## src/rtl/ghadi_pkg.sv

```systemverilog
// Shared types and segment patterns for the Ghadi six-digit display scanner.
package ghadi_pkg;

    localparam int NUM_DIGITS = 6;

    typedef logic [2:0] digit_idx_t;
    typedef logic [6:0] seg_t;

    typedef enum logic {
        PH_OFF = 1'b0,
        PH_ON  = 1'b1
    } phase_e;

    localparam digit_idx_t FIRST_IDX = 3'd0;
    localparam digit_idx_t LAST_IDX  = 3'd5;

    // Segment order is {a,b,c,d,e,f,g}, active-high.
    localparam seg_t SEG_BLANK = 7'b0000000;
    localparam seg_t SEG_DASH  = 7'b0000001;
    localparam seg_t SEG_0     = 7'b1111110;
    localparam seg_t SEG_1     = 7'b0110000;
    localparam seg_t SEG_2     = 7'b1101101;
    localparam seg_t SEG_3     = 7'b1111001;
    localparam seg_t SEG_4     = 7'b0110011;
    localparam seg_t SEG_5     = 7'b1011011;
    localparam seg_t SEG_6     = 7'b1011111;
    localparam seg_t SEG_7     = 7'b1110000;
    localparam seg_t SEG_8     = 7'b1111111;
    localparam seg_t SEG_9     = 7'b1111011;

    function automatic logic is_sep_idx(digit_idx_t idx);
        return (idx == 3'd1) || (idx == 3'd3);
    endfunction

endpackage

```

## src/rtl/ghadi_seg_decode.sv

```systemverilog
// BCD to seven-segment decoder; codes 10..15 render as a dash.
module ghadi_seg_decode
    import ghadi_pkg::*;
(
    input  logic [3:0] bcd_i,
    output seg_t       seg_o
);

    always_comb begin
        seg_o = SEG_DASH;
        case (bcd_i)
            4'd0:    seg_o = SEG_0;
            4'd1:    seg_o = SEG_1;
            4'd2:    seg_o = SEG_2;
            4'd3:    seg_o = SEG_3;
            4'd4:    seg_o = SEG_4;
            4'd5:    seg_o = SEG_5;
            4'd6:    seg_o = SEG_6;
            4'd7:    seg_o = SEG_7;
            4'd8:    seg_o = SEG_8;
            4'd9:    seg_o = SEG_9;
            default: seg_o = SEG_DASH;
        endcase
    end

endmodule

```

## src/rtl/ghadi_display_scan.sv

```systemverilog
// Multiplexed six-digit display scanner with frame shadowing and alarm blink.
// Optional LEADING_ZERO_BLANK_EN blanks a zero hours-tens digit.
module ghadi_display_scan
    import ghadi_pkg::*;
#(
    parameter int SCAN_DIV  = 4,
    parameter int BLINK_DIV = 8
) (
    input  logic       Ghadi,
    input  logic       Reset_n,
    input  logic [1:0] Hours_Ki_Tenth_digit_IN,
    input  logic [3:0] Hours_Ki_Ones_digit_IN,
    input  logic [3:0] Mins_Ki_Tenth_digit_IN,
    input  logic [3:0] Mins_Ki_Ones_digit_IN,
    input  logic [3:0] Secs_Ki_Tenth_digit_IN,
    input  logic [3:0] Secs_Ki_Ones_digit_IN,
    input  logic       Alarm,
    output logic [6:0] Seg_OUT,
    output logic       Dp_OUT,
    output logic [5:0] Digit_Sel_OUT,
    output logic       Frame_Done
);

    localparam logic [15:0] PRESC_TC = 16'(SCAN_DIV - 1);
    localparam logic [7:0]  BLINK_TC = 8'(BLINK_DIV - 1);

    logic [15:0] presc_q, presc_d;
    digit_idx_t  idx_q, idx_d;
    logic [NUM_DIGITS-1:0][3:0] shad_q, shad_d;
    logic [7:0]  fcnt_q, fcnt_d;
    phase_e      phase_q, phase_d;
    logic        act_q, act_d;
    logic        started_q, started_d;
    seg_t        seg_q, seg_d;
    logic        dp_q, dp_d;
    logic [5:0]  sel_q, sel_d;
    logic        fd_q, fd_d;

    logic        adv;
    logic        wrap;
    logic [3:0]  digit;
    seg_t        dec_seg;

    ghadi_seg_decode u_dec (
        .bcd_i (digit),
        .seg_o (dec_seg)
    );

    assign adv   = (presc_q == PRESC_TC);
    assign wrap  = adv && (idx_q == LAST_IDX);
    assign digit = shad_d[idx_d];

    always_comb begin
        presc_d   = presc_q + 16'd1;
        idx_d     = idx_q;
        shad_d    = shad_q;
        fcnt_d    = fcnt_q;
        phase_d   = phase_q;
        act_d     = act_q;
        started_d = started_q;
        seg_d     = seg_q;
        dp_d      = dp_q;
        sel_d     = sel_q;
        fd_d      = 1'b0;

        if (adv) begin
            presc_d = '0;
            idx_d   = wrap ? FIRST_IDX : idx_q + 3'd1;
        end

        // Frame boundary: latch a coherent time and advance the blink count.
        if (wrap) begin
            shad_d = {Secs_Ki_Ones_digit_IN, Secs_Ki_Tenth_digit_IN,
                      Mins_Ki_Ones_digit_IN, Mins_Ki_Tenth_digit_IN,
                      Hours_Ki_Ones_digit_IN,
                      {2'b00, Hours_Ki_Tenth_digit_IN}};
            fd_d      = started_q;
            started_d = 1'b1;
            act_d     = Alarm;
            if (Alarm && act_q) begin
                if (fcnt_q == BLINK_TC) begin
                    fcnt_d  = '0;
                    phase_d = (phase_q == PH_ON) ? PH_OFF : PH_ON;
                end else begin
                    fcnt_d = fcnt_q + 8'd1;
                end
            end
        end

        if (!Alarm) begin
            fcnt_d  = '0;
            phase_d = PH_ON;
            act_d   = 1'b0;
        end

        if (adv) begin
            sel_d = 6'b000001 << idx_d;
            dp_d  = (phase_d == PH_ON) && is_sep_idx(idx_d);
            seg_d = (phase_d == PH_ON) ? dec_seg : SEG_BLANK;
`ifdef LEADING_ZERO_BLANK_EN
            if (idx_d == FIRST_IDX && digit == 4'd0) begin
                seg_d = SEG_BLANK;
            end
`endif
        end
    end

    always_ff @(posedge Ghadi) begin
        if (!Reset_n) begin
            presc_q   <= PRESC_TC;
            idx_q     <= LAST_IDX;
            shad_q    <= '0;
            fcnt_q    <= '0;
            phase_q   <= PH_ON;
            act_q     <= 1'b0;
            started_q <= 1'b0;
            seg_q     <= SEG_BLANK;
            dp_q      <= 1'b0;
            sel_q     <= '0;
            fd_q      <= 1'b0;
        end else begin
            presc_q   <= presc_d;
            idx_q     <= idx_d;
            shad_q    <= shad_d;
            fcnt_q    <= fcnt_d;
            phase_q   <= phase_d;
            act_q     <= act_d;
            started_q <= started_d;
            seg_q     <= seg_d;
            dp_q      <= dp_d;
            sel_q     <= sel_d;
            fd_q      <= fd_d;
        end
    end

    assign Seg_OUT       = seg_q;
    assign Dp_OUT        = dp_q;
    assign Digit_Sel_OUT = sel_q;
    assign Frame_Done    = fd_q;

endmodule

```

## config.mk

```make
export PLATFORM = sky130hd
export DESIGN_NAME = ghadi_display_scan
export DESIGN_NICKNAME = d
export VERILOG_FILES = /design/src/rtl/ghadi_pkg.sv /design/src/rtl/ghadi_seg_decode.sv /design/src/rtl/ghadi_display_scan.sv
export SDC_FILE = /design/constraint.sdc
export NUM_CORES = 1
export LEC_CHECK = 0
export BUFFER_PORTS_ARGS = -buffer_cell sky130_fd_sc_hd__buf_2
export CAP_MARGIN = 40
export CORE_UTILIZATION = 58
export CTS_CLUSTER_DIAMETER = 120
export DETAILED_ROUTE_END_ITERATION = 12
export PLACE_DENSITY = 0.79
export RECOVER_POWER = 100
export SLEW_MARGIN = 20
export SYNTH_ARGS = -nofsm -noshare
export SYNTH_HDL_FRONTEND = slang
export SYNTH_SLANG_ARGS = --single-unit
```

## constraint.sdc

```tcl
create_clock -name Ghadi -period 3.9 [get_ports Ghadi]
set_input_delay 0.585 -clock Ghadi [delete_from_list [all_inputs] [get_ports Ghadi]]
set_output_delay 0.585 -clock Ghadi [all_outputs]
set_load 0.1 [all_outputs]
```

==> metrics.txt <==
Mapped Avg Cell Area 8.499 um^2; Core Util, Final 0.6669; Max VDD drop 0.0005001 V; Reg area 0.001381 mm^2; Worst Path Required 4.15 ns; Yosys warnings 0; distinct cell type count after synthesis 63; Post-synth EDFFs 0; Hold WS 0.4582 ns; CP Launch Type register; All-Layer GR Usage 0.2713; # IOs 40; Async SR Flop Fraction 0; GRT overflow 0; share of cells above drive strength 1 0.1316; worst skew pair latency 0.35 ns; final worst setup slack 0.1990 ns; NumNets Final 485; Hold WC Path Type register to register; CP cell instances ha_1 -> or4b_1 -> or4_1 -> o22ai_1 -> nand2b_1 -> o22ai_1 -> nor3_2 -> ha_1 -> a21oi_1 -> a31o_1 -> a22o_1; min cycle time layout 3.701 ns; vias in the first global route 2910; WL final 8128 um; Via density 5.785; die area 0.006397 mm^2; Final Setup Violations 0; 1st-iter DRT viols 166; root buf cell clkbuf_8; ANT nets after route 0; number of remaining DRC errors 0; port bufs 39; Placer Congestion 0.8719; Pleak 1.461 nW; most common cell after layout, fill and taps aside nand2_1; worst clock skew 0.009001 ns; Setup WS pre-CTS 0.2331 ns; most frequent cells in the layout 70 x nand2_1, 69 x dfxtp_1, 34 x nor2_1; Peak Freq 270.2 MHz; diode count 0; sequential element share of the synthesized area 0.3916; CORE AREA 0.005886 mm^2; CP Capture Type register; global-route wire length before repair 13350 um; hpwl dp 5689 um; Main synth FF type dfxtp_1; clk buf depth 2; WL per Instance 15.31 um; initial antenna violation count 0; relative slew slack 0.2252; fillcell total 547; slowest stage delay, CP 0.64 ns; cells after synthesis 415; htree depth 3; post-CTS setup buffers 0; Crit-path slowest cell or4_1; Final Hold Vio Count 0; CTS Sinks 69; Pins Over Slew Limit 0; maximum number of pins on one net before global-route repair 44; Syn Nets 449; number of buffers created by CTS 9; Yosys reg bits 69; die width 79.98 um; Crit Path Max Fanout 5; Mapped Area 0.003527 mm^2; Die Y-Extent 79.98 um; Via Count 3072; Worst-Margin Slew 1.167 ns; max capacitance violation total 0; Arr. time, crit path 3.95 ns; row cnt 28; Power Density 722.9 mW/mm^2; Reg clk slew, reported paths 0.08 ns; drt pass-1 iters 5; CTS tree built; Initial Util 0.5993; status finished, final reports clean; Synth-to-Final Area Change 11.28%; Setup CP Type register to register; setup TNS 0 ns; Multi-input gate area 0.001987 mm^2; Final Cycle Share 0.9490
sequential cells by signal, summed over array words and instances, names as in the netlist:
name / cells
started_q: 1
shad_q: 24
presc_q: 16
idx_q: 3
Dp_OUT: 1
phase_q: 1
Digit_Sel_OUT: 6
Frame_Done: 1
fcnt_q: 8
Seg_OUT: 7
act_q: 1
synthesized netlist by cell type (all sizes together) (3+ instances only):
library cell	count	share of area
nor2b	9	0.016
a22oi	5	0.012
ha	9	0.032
nand4	7	0.012
buf	8	0.015
nor4	5	0.015
xnor2	7	0.017
nand3	19	0.027
a21boi	25	0.053
inv	8	0.0085
dfxtp	69	0.39
nor3	12	0.018
o22ai	3	0.0071
nor2	35	0.042
xor2	13	0.032
nand2	70	0.074
nor3b	3	0.0064
nand2b	5	0.0089
o21ai	10	0.014
mux2	4	0.013
nand3b	3	0.0064
or4	4	0.0096
and3	4	0.0071
or4b	3	0.0085
a21oi	9	0.013
or3	5	0.010
o211ai	6	0.013
clkbuf	15	0.016
mux2i	13	0.037
cells by family after synthesis:
family,Yosys count,synth area share
multiplexers,17,0.04966
adder cells (fa/ha/maj),9,0.03193
XOR/XNOR,20,0.04966
AND/OR/NAND/NOR,192,0.2792
buffers and inverters,31,0.03902
AO/OA/AOI/OAI,77,0.1589
flip-flops,69,0.3916
what timing repair did:
item                                    in CTS  in global routing
hold buffers                                 0                  0
endpoints found under the setup margin       0                  1
gates resized for setup                      0                  1
final timing paths:
check / slack (ns) / endpoint / cells past startpoint / start
setup reg to reg: 0.20 / Seg_OUT[4] / 11 / presc_q[0]
setup / recovery: 0.20 / Seg_OUT[4] / 11 / presc_q[0]
hold / removal: 0.46 / Dp_OUT / 2 / Dp_OUT
hold reg to reg: 0.46 / Dp_OUT / 2 / Dp_OUT
per-layer routing:
layer / part of all wire / wire length, um / up-vias / global-route usage
li1: - / - / 1533 / -
met1: 0.45 / 3627 / 1429 / 0.3392
met2: 0.48 / 3926 / 94 / 0.4453
met3: 0.054 / 437 / 16 / 0.06400
met4: 0.017 / 136 / 0 / 0.1125
met5: 0 / 0 / - / 0
area by class of cell:
cell class,count,share of cell area
well taps,75,0.02391
flip-flops and latches,69,0.3519
multi-input cells,315,0.5062
clock inverters,4,0.007969
repair buffers,48,0.06025
clock buffers,12,0.04208
inverters,8,0.007651
worst max-delay path: cells and delay by family (launching register included):
kind | cells | cell delay (ns)
simple gates | 4 | 1.77
compound gates | 5 | 0.98
fa+ha+maj | 2 | 0.49
flops | 1 | 0.38
where the power goes:
part	total, mW	switching [mW]	internal (mW)	leakage (nW)
clock	0.567	0.284	0.284	0.0908
combinational	1.39	0.978	0.413	0.809
sequential	0.879	0.0686	0.810	0.562
total	2.84	1.33	1.51	1.46
stage by stage:
| stage | std cells | total power [mW] | instance area, um^2 |
|---|---|---|---|
| 5_1_grt | 531 | 2.999 | 3925 |
| 4_1_cts | 531 | 2.839 | 3973 |
| 6_report | 531 | 2.837 | 3925 |
| 3_3_place_gp | 515 | 2.235 | 3776 |
| 2_1_floorplan | 415 | 1.977 | 3527 |
| 3_5_place_dp | 515 | 2.272 | 3776 |
(Power assumes the default switching activity.)
